File: src/rtl/mux_scan.sv
// mux_scan: registered N-channel multiplexer with a manual/scan sequencer and a valid/ready output.
// Define SCAN_MASK_EN to add a ch_mask input that limits which channels a scan visits.
module mux_scan #(
  parameter int N_CH  = 4,
  parameter int W     = 1,
  parameter int DWELL = 1,
  localparam int SELW = (N_CH > 2) ? $clog2(N_CH) : 1
) (
  input  logic              clk,
  input  logic              rst_n,
  input  logic [N_CH*W-1:0] din,
  input  logic              mode,
  input  logic [SELW-1:0]   sel,
  input  logic              start,
`ifdef SCAN_MASK_EN
  input  logic [N_CH-1:0]   ch_mask,
`endif
  input  logic              out_ready,
  output logic [W-1:0]      dout,
  output logic [SELW-1:0]   ch,
  output logic              out_valid,
  output logic              busy,
  output logic              done
);

  localparam int CNTW = (DWELL > 1) ? $clog2(DWELL) : 1;
  localparam logic [CNTW-1:0] CNT_LOAD = CNTW'(DWELL - 1);

  typedef enum logic [1:0] {IDLE, SAMPLE, OUT} state_t;

  state_t          state_reg, state_next;
  logic [SELW-1:0] ch_reg, ch_next;
  logic [W-1:0]    dout_reg, dout_next;
  logic [CNTW-1:0] cnt_reg, cnt_next;
  logic            mode_reg, mode_next;
  logic            done_reg, done_next;

  logic [N_CH-1:0] start_mask;
  logic [N_CH-1:0] active_mask;
  logic [SELW-1:0] first_ch;
  logic            any_set;
  logic [SELW-1:0] next_ch;
  logic            has_next;

  logic [W-1:0] chan [N_CH];

  generate
    for (genvar gi = 0; gi < N_CH; gi++) begin : g_chan
      assign chan[gi] = din[gi*W +: W];
    end
  endgenerate

`ifdef SCAN_MASK_EN
  logic [N_CH-1:0] mask_reg, mask_next;
  assign start_mask  = ch_mask;
  assign active_mask = mask_reg;

  always_ff @(posedge clk) begin
    if (!rst_n) mask_reg <= '0;
    else        mask_reg <= mask_next;
  end
`else
  assign start_mask  = '1;
  assign active_mask = '1;
`endif

  // Lowest enabled channel at start, and the next enabled channel above the current one.
  always_comb begin
    first_ch = '0;
    any_set  = 1'b0;
    for (int i = N_CH - 1; i >= 0; i--) begin
      if (start_mask[i]) begin
        first_ch = SELW'(i);
        any_set  = 1'b1;
      end
    end
    next_ch  = '0;
    has_next = 1'b0;
    for (int i = N_CH - 1; i >= 0; i--) begin
      if (active_mask[i] && (i > int'(ch_reg))) begin
        next_ch  = SELW'(i);
        has_next = 1'b1;
      end
    end
  end

  always_comb begin
    state_next = state_reg;
    ch_next    = ch_reg;
    dout_next  = dout_reg;
    cnt_next   = cnt_reg;
    mode_next  = mode_reg;
    done_next  = 1'b0;
`ifdef SCAN_MASK_EN
    mask_next  = mask_reg;
`endif
    case (state_reg)
      IDLE: begin
        if (start) begin
          if (!mode) begin
            // Out-of-range channel requests are dropped without side effects.
            if (int'(sel) < N_CH) begin
              mode_next  = 1'b0;
              ch_next    = sel;
              cnt_next   = CNT_LOAD;
              state_next = SAMPLE;
            end
          end else begin
`ifdef SCAN_MASK_EN
            mask_next = start_mask;
`endif
            if (any_set) begin
              mode_next  = 1'b1;
              ch_next    = first_ch;
              cnt_next   = CNT_LOAD;
              state_next = SAMPLE;
            end else begin
              done_next = 1'b1;
            end
          end
        end
      end
      SAMPLE: begin
        if (cnt_reg == '0) begin
          dout_next  = chan[ch_reg];
          state_next = OUT;
        end else begin
          cnt_next = cnt_reg - 1'b1;
        end
      end
      OUT: begin
        if (out_ready) begin
          if (mode_reg && has_next) begin
            ch_next    = next_ch;
            cnt_next   = CNT_LOAD;
            state_next = SAMPLE;
          end else begin
            done_next  = 1'b1;
            state_next = IDLE;
          end
        end
      end
      default: state_next = IDLE;
    endcase
  end

  always_ff @(posedge clk) begin
    if (!rst_n) begin
      state_reg <= IDLE;
      ch_reg    <= '0;
      dout_reg  <= '0;
      cnt_reg   <= '0;
      mode_reg  <= 1'b0;
      done_reg  <= 1'b0;
    end else begin
      state_reg <= state_next;
      ch_reg    <= ch_next;
      dout_reg  <= dout_next;
      cnt_reg   <= cnt_next;
      mode_reg  <= mode_next;
      done_reg  <= done_next;
    end
  end

  assign dout      = dout_reg;
  assign ch        = ch_reg;
  assign out_valid = (state_reg == OUT);
  assign busy      = (state_reg != IDLE);
  assign done      = done_reg;

endmodule
File: config.mk
export PLATFORM = sky130hd
export DESIGN_NAME = mux_scan
export DESIGN_NICKNAME = d
export VERILOG_FILES = /design/src/rtl/mux_scan.sv
export SDC_FILE = /design/constraint.sdc
export NUM_CORES = 1
export LEC_CHECK = 0
export BUFFER_PORTS_ARGS = -buffer_cell sky130_fd_sc_hd__buf_2
export CAP_MARGIN = 20
export CORE_AREA = 5 5 42 44
export CTS_CLUSTER_SIZE = 28
export DETAILED_ROUTE_END_ITERATION = 16
export DIE_AREA = 0 0 47 49
export PLACE_DENSITY = 0.63
export RECOVER_POWER = 100
export SLEW_MARGIN = 25
export SYNTH_ARGS = -nofsm -noshare
export SYNTH_HDL_FRONTEND = slang
export SYNTH_SLANG_ARGS = --single-unit
File: constraint.sdc
create_clock -name clk -period 2.1 [get_ports clk]
set_clock_uncertainty 0.05 [all_clocks]
set_input_delay 0.21 -clock clk [delete_from_list [all_inputs] [get_ports clk]]
set_output_delay 0.21 -clock clk [all_outputs]
set_load 0.02 [all_outputs]
* After elaboration in Yosys (flattened, before gate mapping) *
Cells that the tools add are included.

word-level totals
  register bits after elaboration = 8
  input port bits = 11

cells by class
  add/sub/neg operators = 1
  order comparisons = 4
  eq/ne operators = 6
  multiplexer cells = 26
  bitwise gates (word level) = 2
  reductions and logical operators = 11

operators by type and width
  operator                                                       number
  2-to-1 mux 2 bit                                               10
  2-to-1 mux 1 bit                                               12
  AND reduction 4 bit                                            2
  inequality test 2 bit (second input constant)                  3
  one-hot mux 2 bit (3 select lines)                             1
  AND reduction 3 bit                                            2
  greater-than comparator 2 bit (first input constant)           2
  one-hot mux 2 bit (2 select lines)                             1
  AND reduction 2 bit                                            2
  nonzero test 2 bit                                             2
  greater-or-equal comparator 3 bit (second input constant)      1
  inverter 2 -> 3 bit                                            1
  one-hot mux 1 bit (3 select lines)                             1
  nonzero test 3 bit                                             1
  binary-select mux 1 bit (select 2 bit)                         1
  == test 2 x 1 -> 1 bit (second input constant)                 1
  == test 2 bit (second input constant)                          1
  greater-than comparator 1 x 2 -> 1 bit (first input constant)  1
  zero test 2 bit                                                1
  inequality test 2 x 1 -> 1 bit (second input constant)         1
  logical AND 1 bit                                              1
  inverter 1 bit                                                 1
  subtractor 1 bit (second input constant)                       1

* Longest topological paths before layout *
Gate-level depths: netlist of the first run.

  depth in word-level cells = 8
  gate-level depth with buffers = 5

* Worst setup path before layout of the first run *
OpenSTA, ideal clock, no wires.

  path kind = reg2reg
  start point = reg ch_reg[0] (netlist: ch[0])
  end point = reg ch_reg[1] (netlist: ch[1])
  library setup time = 0.116 ns
  arrival = 1.229 ns
  data required time = 1.934 ns
  setup slack = 0.704 ns
  stages on the path, launching flop included = 6
  path buffers = 0
  clock period less this slack = 1.396 ns
  path through = dfxtp_1 > ha_1 > nand4b_1 > a21oi_2 > o211ai_1 > o211a_1

between the ends
  longest elaborated chain between the ends = 7
  elaborated cells on any way between the ends = 15
  those cells by class = 3 x order compare; 1 x eq/ne; 9 x mux; 2 x reduce/logical

RTL lines
  item                                                                       RTL line  text
  from (decl)                                                                32        logic [SELW-1:0] ch_reg, ch_next;
  from (signal assigned)                                                     157       ch_reg <= ch_next;
  greater-than comparator 2 bit                                              80        if (active_mask[i] && (i > int'(ch_reg))) begin
  2-to-1 mux 2 bit or 2-to-1 mux 1 bit (tied branches) (3 in series)         80
  2-to-1 mux 2 bit or logical AND 1 bit (tied branches)                      133       if (mode_reg && has_next) begin
  2-to-1 mux 2 bit or inequality test 2 x 1 -> 1 bit (tied branches)         -
  one-hot mux 2 bit (2 select lines) or AND reduction 4 bit (tied branches)  -

Several ways; a longest one is shown, not always the timed one. The select of a mux whose other input is x is not followed.
A chain may end at the register's enable or synchronous reset.

* Worst setup path in the final report of the first run *
Same ends and word-level chain as after synthesis.

==> impl.org, run 1 <==
** Cells and area
- The final layout contains 76 nets.
- Counting the fill cells in the layout gives about 160.
- Compared with the post-synthesis result, the final layout area differs by 29.0%.
- Once layout is complete, the cells apart from fillers number 77.
- The repair_antennas step left the layout with diodes totalling 0.
- Share of final-layout standard cells stronger than drive strength 1 :: between 20% and 30%

** Yosys
- Net count of the mapped netlist :: 55
- Sequential area share after synthesis :: 36.1%
- Summed over its instances, the top area cell type makes up between 30% and 40% of the synthesized netlist area.
- In the post-synthesis netlist, the biggest area contributors are dfxtp_1 36%, ha_1 9.7%, mux4_2 5.8%.
- Synth Area in Adders :: 9.68%
- Number of cells produced by synthesis :: 41
- Of the total synthesized cell area, the portion taken by XOR and XNOR cells is 0%.
- Combinational family with the most area after synthesis :: simple AND/OR/NAND/NOR gates
- Number of library cell types mapped by synthesis :: 20
- Multiplexer cells account for 8.39% of the synthesized area.
- Most area-hungry cell type in the Yosys netlist :: dfxtp_1
- In this run, synthesis produced a sequential element count of 7.
- Synthesized-area fraction occupied by and/or/nand/nor cells :: a little over a quarter
- Synthesis Warnings :: 0
- Post-synthesis average cell area :: 9.46 µm²
- Compound-Gate Fraction of Synth Area :: 14.5%
- After synthesis the cells add up to 388 µm².

** GRT
- Overall overflow remaining after global route :: 0
- Across every metal layer, demand over resource in global routing totals 9.04%.
- The via count of the first global-routing pass was 375.
- Met1 routing resource usage after global routing :: 11.8%
- Global routing used 12.2% of the available met2 tracks.
- Fraction of met3 tracks used by global routing :: 2.21%
- Number of antenna violations at the first check in global routing :: 0
- Entering global routing, the biggest net connects 9 pins.
- The first global-routing pass estimated 1490 µm of wire.
- GR peak layer :: met2

** Flow run
- Max-cap violation count :: 0

** Route
- First-pass iteration count of the detailed router :: 3
- Avg Vias per Cell :: around 4.6
- Vias :: 352
- Number of nets with antenna violations after routing :: 0
- After detailed routing, the average wire length per cell comes to 10.9 µm.
- Final routed wirelength across all metal layers :: 841 µm
- For this block, the initial DRC count from the detailed router was 2.
- Residual DRC :: 0

** Setup path
- The worst register-to-register path begins at ch[0].
- Of all nets on the critical path, the largest fanout is 5.
- Flop2flop setup slack :: 590 ps
- Worst path required time :: 2200 ps
- The worst register-to-register path has a depth of 5.
- Kind of start point of the critical path :: flop
- Kind of critical path :: reg2reg
- For the worst setup path, the data arrival time is 1610 ps.
- STA classifies the critical path endpoint as a flop.
- The most critical setup path has its startpoint at ch[0].
- Reg-to-reg critical path endpoint :: ch[1]

** STA
- Setup repair after global routing left no endpoint under its margin.
- The final hold violation count came to 0.
- Actual slew at the worst max-slew pin :: 332 ps
- Final total negative setup slack :: 0 ps
- Number of max-slew violations in the final report :: 0
- Max-Slew Margin vs Limit :: 77.8%
- Peak clock frequency supported by timing :: 664 MHz
- Number of setup violations in the final report :: 0
- Final critical delay including setup and external delays :: 1510 ps
- Share of the clock period used by the worst path :: 71.8%

** CTS
- TritonCTS created 3 clock buffers.
- Setup Buffers After CTS :: 0
- In this run the number of H-tree levels came out at 1.
- Buffers from clock root to sink, at most :: 2
- Clock tree from TritonCTS :: yes
- Total of cells resized after clock tree synthesis :: 0
- The cell sitting at the root of the clock tree is a clkbuf_4.
- Later-pin clock latency in the skew report :: around 260 ps
- Clock-pin slew was measured on the worst setup and hold paths at about 60 ps.
- The tree built by TritonCTS fans out to 7 sinks.
- # hold bufs at CTS :: 0

** Power and ir drop
- Worst-case vdd ir drop :: 0.000349 V
- Leakage :: approximately 0.25 nW
- Total power per unit cell area :: 700 nW/µm²

** Floorplanning
- Starting density of the core :: ~28%
- In this run the vertical extent of the chip is 49 µm.
- Die Area :: 2300 µm²
- For this design the top-level I/O count stands at 17.
- Cell row count :: 14
- The total area inside the core boundary comes to 1400 µm².
- Die width :: 47 µm

** Hold path
- The worst hold path terminates at done.
- In this run the worst hold path is classified as in2reg.
- Min-Delay Path Depth :: 3
- Critical hold path startpoint :: out_ready

** Status
- The flow ran to the end, and the final reports show no timing, DRC or antenna violations.

** Place
- During placement, the flow inserted port buffers numbering 16.
- Once placement completed, the tool counted placed cells totaling 73.
- Last weighted congestion value of the routability-driven placer :: 0.697
- Detailed placement HPWL :: 659 µm
==> cells in the mapped netlist <==
cell type	n
dfxtp_1	7
inv_1	5
ha_1	3
nand2_1	3
nor2_1	3
nand2b_2	2
nand3b_1	2
nor2b_1	2
o211a_1	2
o211ai_1	2
a21oi_2	1
and2_2	1
and2b_2	1
mux2i_1	1
mux4_2	1
nand3_1	1
nand4b_1	1
nor3_1	1
o21a_1	1
o21ai_1	1
==> worst max path at each step <==
stage                        to  slack (ps)
after CTS                 ch[1]         660
after global routing      ch[1]         450
after global placement    ch[1]         710
after floorplan           ch[1]         700
final                     ch[1]         590
after detailed placement  ch[1]         700
==> cell usage in the layout, fill, tap and decap left out, types with 3 or more instances in the layout <==
cell / n
buf_2: 11
clkbuf_1: 6
clkbuf_4: 3
dfxtp_1: 7
ha_1: 3
inv_1: 5
nand2_1: 3
nor2_1: 3
==> through the flow <==
step | worst slack, ps | instance area (µm²) | hold slack (ps) | total power, W | utilization, %
after floorplan | 704 | 388 | 277 | 0.000201 | -
after global placement | 712 | 488 | 388 | 0.000228 | 34.8
after detailed placement | 696 | 488 | 397 | 0.000229 | 34.8
after CTS | 664 | 514 | 142 | 0.000359 | 36.7
after global routing | 453 | 500 | 150 | 0.000376 | 35.7
final | 593 | 500 | 146 | 0.000351 | 35.7
==> layout make-up <==
class / count / area [µm²] / share of cell area, %
multi-input cells: 29 / 221 / 44.2
flip-flops and latches: 7 / 140 / 28.0
repair buffers: 16 / 73.8 / 14.8
clock buffers: 4 / 26.3 / 5.25
well taps: 16 / 20.0 / 4.00
inverters: 5 / 18.8 / 3.75
==> power breakdown <==
part / switching (W) / leakage (nW) / internal [W]
logic: 0.0000386 / 0.180 / 0.0000322
clock network: 0.0000554 / 0.0150 / 0.0000729
registers: 0.00000958 / 0.0574 / 0.000142
==> critical path, stage by stage, from the launching register on <==
cell	delay (ps)
dfxtp_1	360
ha_1	230
nand4b_1	160
a21oi_1	300
o211ai_1	160
o211a_1	150
==> logic make-up (layout without fill, tap and decap cells) <==
logic type	after synthesis	after routing
and+or+nand+nor	17	17
AOI/OAI and AO/OA	7	7
DFF	7	7
buffers and inverters	5	25
adders and majority gates	3	3
muxes	2	2
==> metal layers <==
layer,up-vias,share of wire [%]
met5,-,0
met4,0,3.4
met3,3,8.9
met2,17,42
met1,151,46
li1,181,-
Note: power is estimated with default switching activity, not from simulation.
==> run 2: changes to the inputs <==
==> constraint.sdc (replaced) <==
create_clock -name clk -period 1.6 [get_ports clk]
set_clock_uncertainty 0.05 [all_clocks]
set_input_delay 0.16 -clock clk [delete_from_list [all_inputs] [get_ports clk]]
set_output_delay 0.16 -clock clk [all_outputs]
set_load 0.02 [all_outputs]
==> run 2 against run 1 <==
Against the previous run: first-iteration DRC count is the same; clock power grew 26%; register-to-register slack lost 410 ps; non-clock buffer count is the same; clock-buffer cell count is the same; combinational power grew 30%; largest cell class unchanged.
==> impl.org, run 2 (synthesis results as in run 1) <==
** CTS
- Clock tree root buffer cell :: clkbuf_4
- The later pin in the worst-skew pair is clocked with a latency of between 200 and 300 ps.
- Clock-pin slew was measured on the worst setup and hold paths at 50 ps.
- Number of CTS-inserted buffers :: 3
- Total of cells resized after clock tree synthesis :: 0
- Buffers from clock root to sink, at most :: 2
- Buffers inserted to repair hold after CTS numbered 0.
- TritonCTS sink count :: 7
- Setup Buffers After CTS :: 0
- Deepest level of the CTS H-tree :: 1
- Clock tree from TritonCTS :: yes

** Status
- The flow ran to the end, and the final reports show no timing, DRC or antenna violations.

** STA
- Final critical delay including setup and external delays :: 1420 ps
- Number of max-slew violations in the final report :: 0
- The final hold violation count was 0.
- Max-Slew Margin vs Limit :: 82.9%
- Final total negative setup slack :: 0 ps
- Worst slack on hold paths :: ~97 ps
- At the pin with the least slew margin, the transition time is 257 ps.
- Setup repair after global routing left no endpoint under its margin.
- Across all setup checks in the final design, the least slack found is 182 ps.
- Timing would allow up to 705 MHz.
- Share of the clock period used by the worst path :: 88.6%
- Number of setup violations in the final report :: 0

** Route
- In this run the remaining antenna-violating nets after routing total 0.
- Mean routed wirelength per cell :: 9.91 µm
- The routed layout has 361 vias.
- Avg Vias per Cell :: 4.69
- After the first detailed-routing iteration, the DRC count stood at 2.
- Final routed wirelength across all metal layers :: approximately 760 µm
- For this run, the detailed router's first-pass iteration total came to 3.
- For this run, design rule violations remaining after detail routing come to 0.

** Setup path
- The worst setup path is of the reg2reg kind.
- Data on the critical path is required at its endpoint by 1690 ps.
- Launch instance of the worst register-to-register path :: ch[0]
- STA classifies the critical path endpoint as a flop.
- Kind of start point of the critical path :: flop
- At the worst endpoint, the arrival time is ~1500 ps.
- Maximum fanout along the worst path :: 5
- The most critical setup path has its startpoint at ch[0].

** GRT
- The number of antenna violations at the first check in global routing was 0.
- Overall track demand over capacity in global routing :: 7.83%
- Via count of the first global-routing pass :: between 300 and 400
- Global-route wire length before repair :: 1290 µm
- After global routing the overflow that remains totals 0.
- Entering global routing, the biggest net connects 9 pins.

** Cells and area
- At the end of the flow, the number of nets in the layout was 76.
- Most used cells in the layout excluding fill and tap cells :: 11 x buf_2, 7 x dfxtp_1, 6 x clkbuf_1
- From synthesis to final layout, the design area changed by 30.3%.
- Fillers :: 163
- In the final layout, the share of cells above drive strength 1 is 31.1%.
- Leaving out fill and tap cells, the most frequent cell in the layout is buf_2.
- The repair_antennas step left the layout with diodes totalling 0.

** Place
- OpenSTA, run right after detailed placement, puts the worst setup slack at approximately 170 ps.
- Last weighted congestion value of the routability-driven placer :: 0.698
- The wire-length estimate of the detail-placed layout is around 650 µm.
- Input and output buffers added on the ports amount to 16.

** Floorplanning
- Chip Height :: approximately 50 µm
- Core Box Area :: ~1400 µm²
- The floorplan step defined a die boundary enclosing between 2000 and 2500 µm².
- The floorplan has 14 rows.
- Die width :: approximately 47 µm
- Starting density of the core :: 27.7%
- Number of placed I/O pins :: 17

** Power and ir drop
- Total power per unit cell area :: around 900 nW/µm²
- Overall power consumption after layout is estimated at between 0.0004 and 0.0005 W.
- Worst-case vdd ir drop :: slightly above 0.0003 V
- Leakage :: 0.252 nW

** Flow run
- Max-cap violation count :: 0

** Hold path
- The tightest min-delay check is of the in2reg type.
- In this run the most critical hold path is launched from out_ready.
run 2: cell counts in the layout (fill, tap and decap cells not counted):
No cell type changed its count.
run 2: critical path, cell delays in order (launching register included):
cell and delay (ps):
dfxtp_1 360, ha_1 230, nand4b_1 180, a21oi_2 230, o211ai_1 120, o211a_1 140
run 2: layout make-up:
type	instances	area, µm²	area share, %
Clock buffer	4	26.3	5.20
Sequential cell	7	140	27.7
Multi-Input combinational cell	29	226	44.8
Tap cell	16	20.0	3.96
Inverter	5	18.8	3.71
Timing Repair Buffer	16	73.8	14.6
run 2: power by group:
part / total [W] / switching (W) / internal, W
clock network: 0.000161 / 0.0000660 / 0.0000952
registers: 0.000199 / 0.0000127 / 0.000186
logic: 0.0000917 / 0.0000487 / 0.0000430
run 2: final timing paths:
check / to / slack (ps) / cells past startpoint
setup / recovery: ch[0] / 180 / 5
setup reg to reg: ch[0] / 180 / 5
hold reg to reg: dout / 410 / 2
hold / removal: done / 100 / 3
run 2: metal layers:
layer / track usage [%] / up-vias / share of wire [%]
met4: 5.53 / 0 / 3.0
met3: 2.21 / 3 / 12
met1: 10.4 / 158 / 42
met2: 10.4 / 17 / 43
met5: 0 / - / 0
li1: - / 183 / -
run 2: stage by stage:
step                util, %  area (µm²)  std cells
CTS                    36.7         514         77
finish                 36.1         505         77
detailed placement     34.8         488         73
floorplan                 -         388         41
global route           36.1         505         77
global placement       34.8         488         73
==> run 3: changes to the inputs <==
--- a/config.mk
+++ b/config.mk
@@ -7,10 +7,10 @@
 export LEC_CHECK = 0
 export BUFFER_PORTS_ARGS = -buffer_cell sky130_fd_sc_hd__buf_2
 export CAP_MARGIN = 20
-export CORE_AREA = 5 5 42 44
+export CORE_AREA = 2 2 39 41
 export CTS_CLUSTER_SIZE = 28
 export DETAILED_ROUTE_END_ITERATION = 16
-export DIE_AREA = 0 0 47 49
+export DIE_AREA = 0 0 41 43
 export PLACE_DENSITY = 0.63
 export RECOVER_POWER = 100
 export SLEW_MARGIN = 25
==> run 3 against run 2 <==
Against the previous run: flip-flop and latch count is the same; sequential share of layout area is the same; die area shrank 23%; clock power is essentially flat; first-iteration DRC count grew to 3.5 times the previous value; critical path type unchanged; critical endpoint is now ch[1]; highest routed layer unchanged.
==> impl.org, run 3 (synthesis results as in run 1) <==
** Place
- IO buf count :: 16
- The congestion estimate from routability-driven global placement came to 0.704.
- The placed instances occupy a cell area of between 400 and 500 µm².
- Detailed placement HPWL :: 631 µm

** CTS
- Counting along the longest clock path gives a buffer depth of 2.
- In this run the number of H-tree levels came out at 1.
- Clock tree from TritonCTS :: yes
- After clock tree synthesis, the repair step resized 0 gates.
- In this run the clock root is driven by a clkbuf_4.
- After clock tree synthesis, the clock-pin slew on the worst setup and hold paths is 50 ps.
- Setup Buffers After CTS :: 0
- For this design, the CTS-stage hold fixing added 0 buffers.
- TritonCTS sink count :: 7
- Number of CTS-inserted buffers :: 3
- The later pin in the worst-skew pair is clocked with a latency of 250 ps.

** Route
- Number of nets with antenna violations after routing :: 0
- The final route contains 348 vias.
- In the routed layout, each cell is associated on average with a via count of approximately 4.5.
- Residual DRC :: 0
- Final routed wirelength across all metal layers :: 788 µm
- The first detailed-routing pass ran for 2 iterations.
- Dividing the detail-routed wire length by the instance count gives around 10 µm.
- 1st-iter DRT viols :: 7

** STA
- At the pin with the least slew margin, the transition time is 260 ps.
- Dividing the final minimum period by the clock period gives 89.9%.
- Setup repair after global routing left no endpoint under its margin.
- The final hold violation count came to 0.
- The worst pin sits at a relative slew slack of 82.7%.
- Setup violations remaining at the end of the flow were counted as 0.
- Final critical delay including setup and external delays :: ~1400 ps
- Number of max-slew violations in the final report :: 0
- Peak clock frequency supported by timing :: 695 MHz
- Final total negative setup slack :: 0 ps

** Cells and area
- After the last flow step, the layout net total stands at 76.
- Layout Cell Area excl Fill :: 505 µm²
- Relative to the synthesized area, the layout overhead comes to 30.3%.
- Most used cells in the layout excluding fill and tap cells :: 11 x buf_2, 7 x dfxtp_1, 6 x clkbuf_1
- Fill cells in the final layout number 160.
- Leaving out fill and tap cells, the most frequent cell in the layout is buf_2.
- Summing all multi-input logic gate instances after layout gives 226 µm².
- Registers take 140 µm².
- Diodes inserted :: 0
- Share of final-layout standard cells stronger than drive strength 1 :: 31.1%

** Floorplanning
- Core Box Area :: 1380 µm²
- Number of placed I/O pins :: 17
- Cell row count :: 14
- Die Area :: 1760 µm²
- Chip Height :: 43 µm
- For this configuration, the core starts out at a cell density of 28.0%.
- Die width :: 41 µm

** Hold path
- Critical hold path startpoint :: out_ready
- The min-delay analysis places its worst path in the category in2reg.

** GRT
- For this run the aggregate overflow at the end of global routing stands at 0.
- Overall track demand over capacity in global routing :: 11.5%
- Global-route wire length before repair :: 1270 µm
- Entering global routing, the biggest net connects 9 pins.
- The number of antenna violations at the first check in global routing came to 0.
- The via count of the first global-routing pass came to 318.

** Setup path
- Maximum fanout along the worst path :: 5
- Gate family responsible for the most delay along the worst path :: compound AO/OA/AOI/OAI gates
- Largest stage delay on the critical path :: 360 ps
- In this run the worst setup path begins at ch[0].
- Worst path required time :: 1690 ps
- Kind of critical path :: reg2reg
- Library cell contributing the largest single delay on the critical path :: dfxtp_1
- In this run the critical register-to-register path is launched from ch[0].
- Kind of start point of the critical path :: flop
- Arrival time of the worst setup path :: 1530 ps
- The critical path goes through ha_1 > nand4b_1 > a21oi_2 > o211ai_1 > o211a_1.
- Total buffers and inverters traversed by the critical path :: 0
- STA classifies the critical path endpoint as a flop.

** Power and ir drop
- Power spread over the standard cell area amounts to 898 nW/µm².
- The worst-case IR drop observed on VDD is 0.000286 V.
- The analysis attributes to cell leakage a power of 0.252 nW.

** Status
- Outcome :: completed

** Flow run
- Max-cap violation count :: 0
run 3: cell counts in the layout (fill, tap and decap cells not counted):
Identical to the previous run, type by type.
run 3: worst register-to-register path, stage by stage, from the launching register on:
cell and delay, ps:
dfxtp_1 360, ha_1 230, nand4b_1 190, a21oi_2 230
o211ai_1 130, o211a_1 140
run 3: final cells by class:
cell class              instances  area share (%)
multi-input cells              29            44.8
flip-flops and latches          7            27.7
repair buffers                 16            14.6
clock buffers                   4            5.20
well taps                      16            3.96
inverters                       5            3.71
run 3: routing by layer:
layer / up-vias / track usage (%) / share of wire, %
met5: - / 0 / 0
met4: 0 / 12.0 / 4.8
met3: 4 / 3.14 / 8.8
met2: 14 / 15.9 / 43
met1: 150 / 12.7 / 43
li1: 180 / - / -
run 3: per-stage QoR:
step | power (W) | hold slack, ps | cells | setup slack, ps | util (%)
floorplan | 0.000264 | 227 | 41 | 204 | -
global placement | 0.000298 | 365 | 73 | 207 | 35.3
detailed placement | 0.000300 | 365 | 73 | 173 | 35.3
CTS | 0.000468 | 96.6 | 77 | 161 | 37.2
global route | 0.000491 | 96.1 | 77 | 3.79 | 36.5
finish | 0.000454 | 99.5 | 77 | 161 | 36.5
run 3: power by group:
part           internal, W  switching, W  total (W)
Combinational    0.0000433     0.0000489  0.0000922
Sequential        0.000186     0.0000128   0.000199
Clock            0.0000953     0.0000674   0.000163
run 3: final timing paths:
path	slack [ps]	end	cells after the start
setup / recovery	160	ch[1]	5
hold / removal	100	done	3
setup reg to reg	160	ch[1]	5
hold reg to reg	410	dout	2
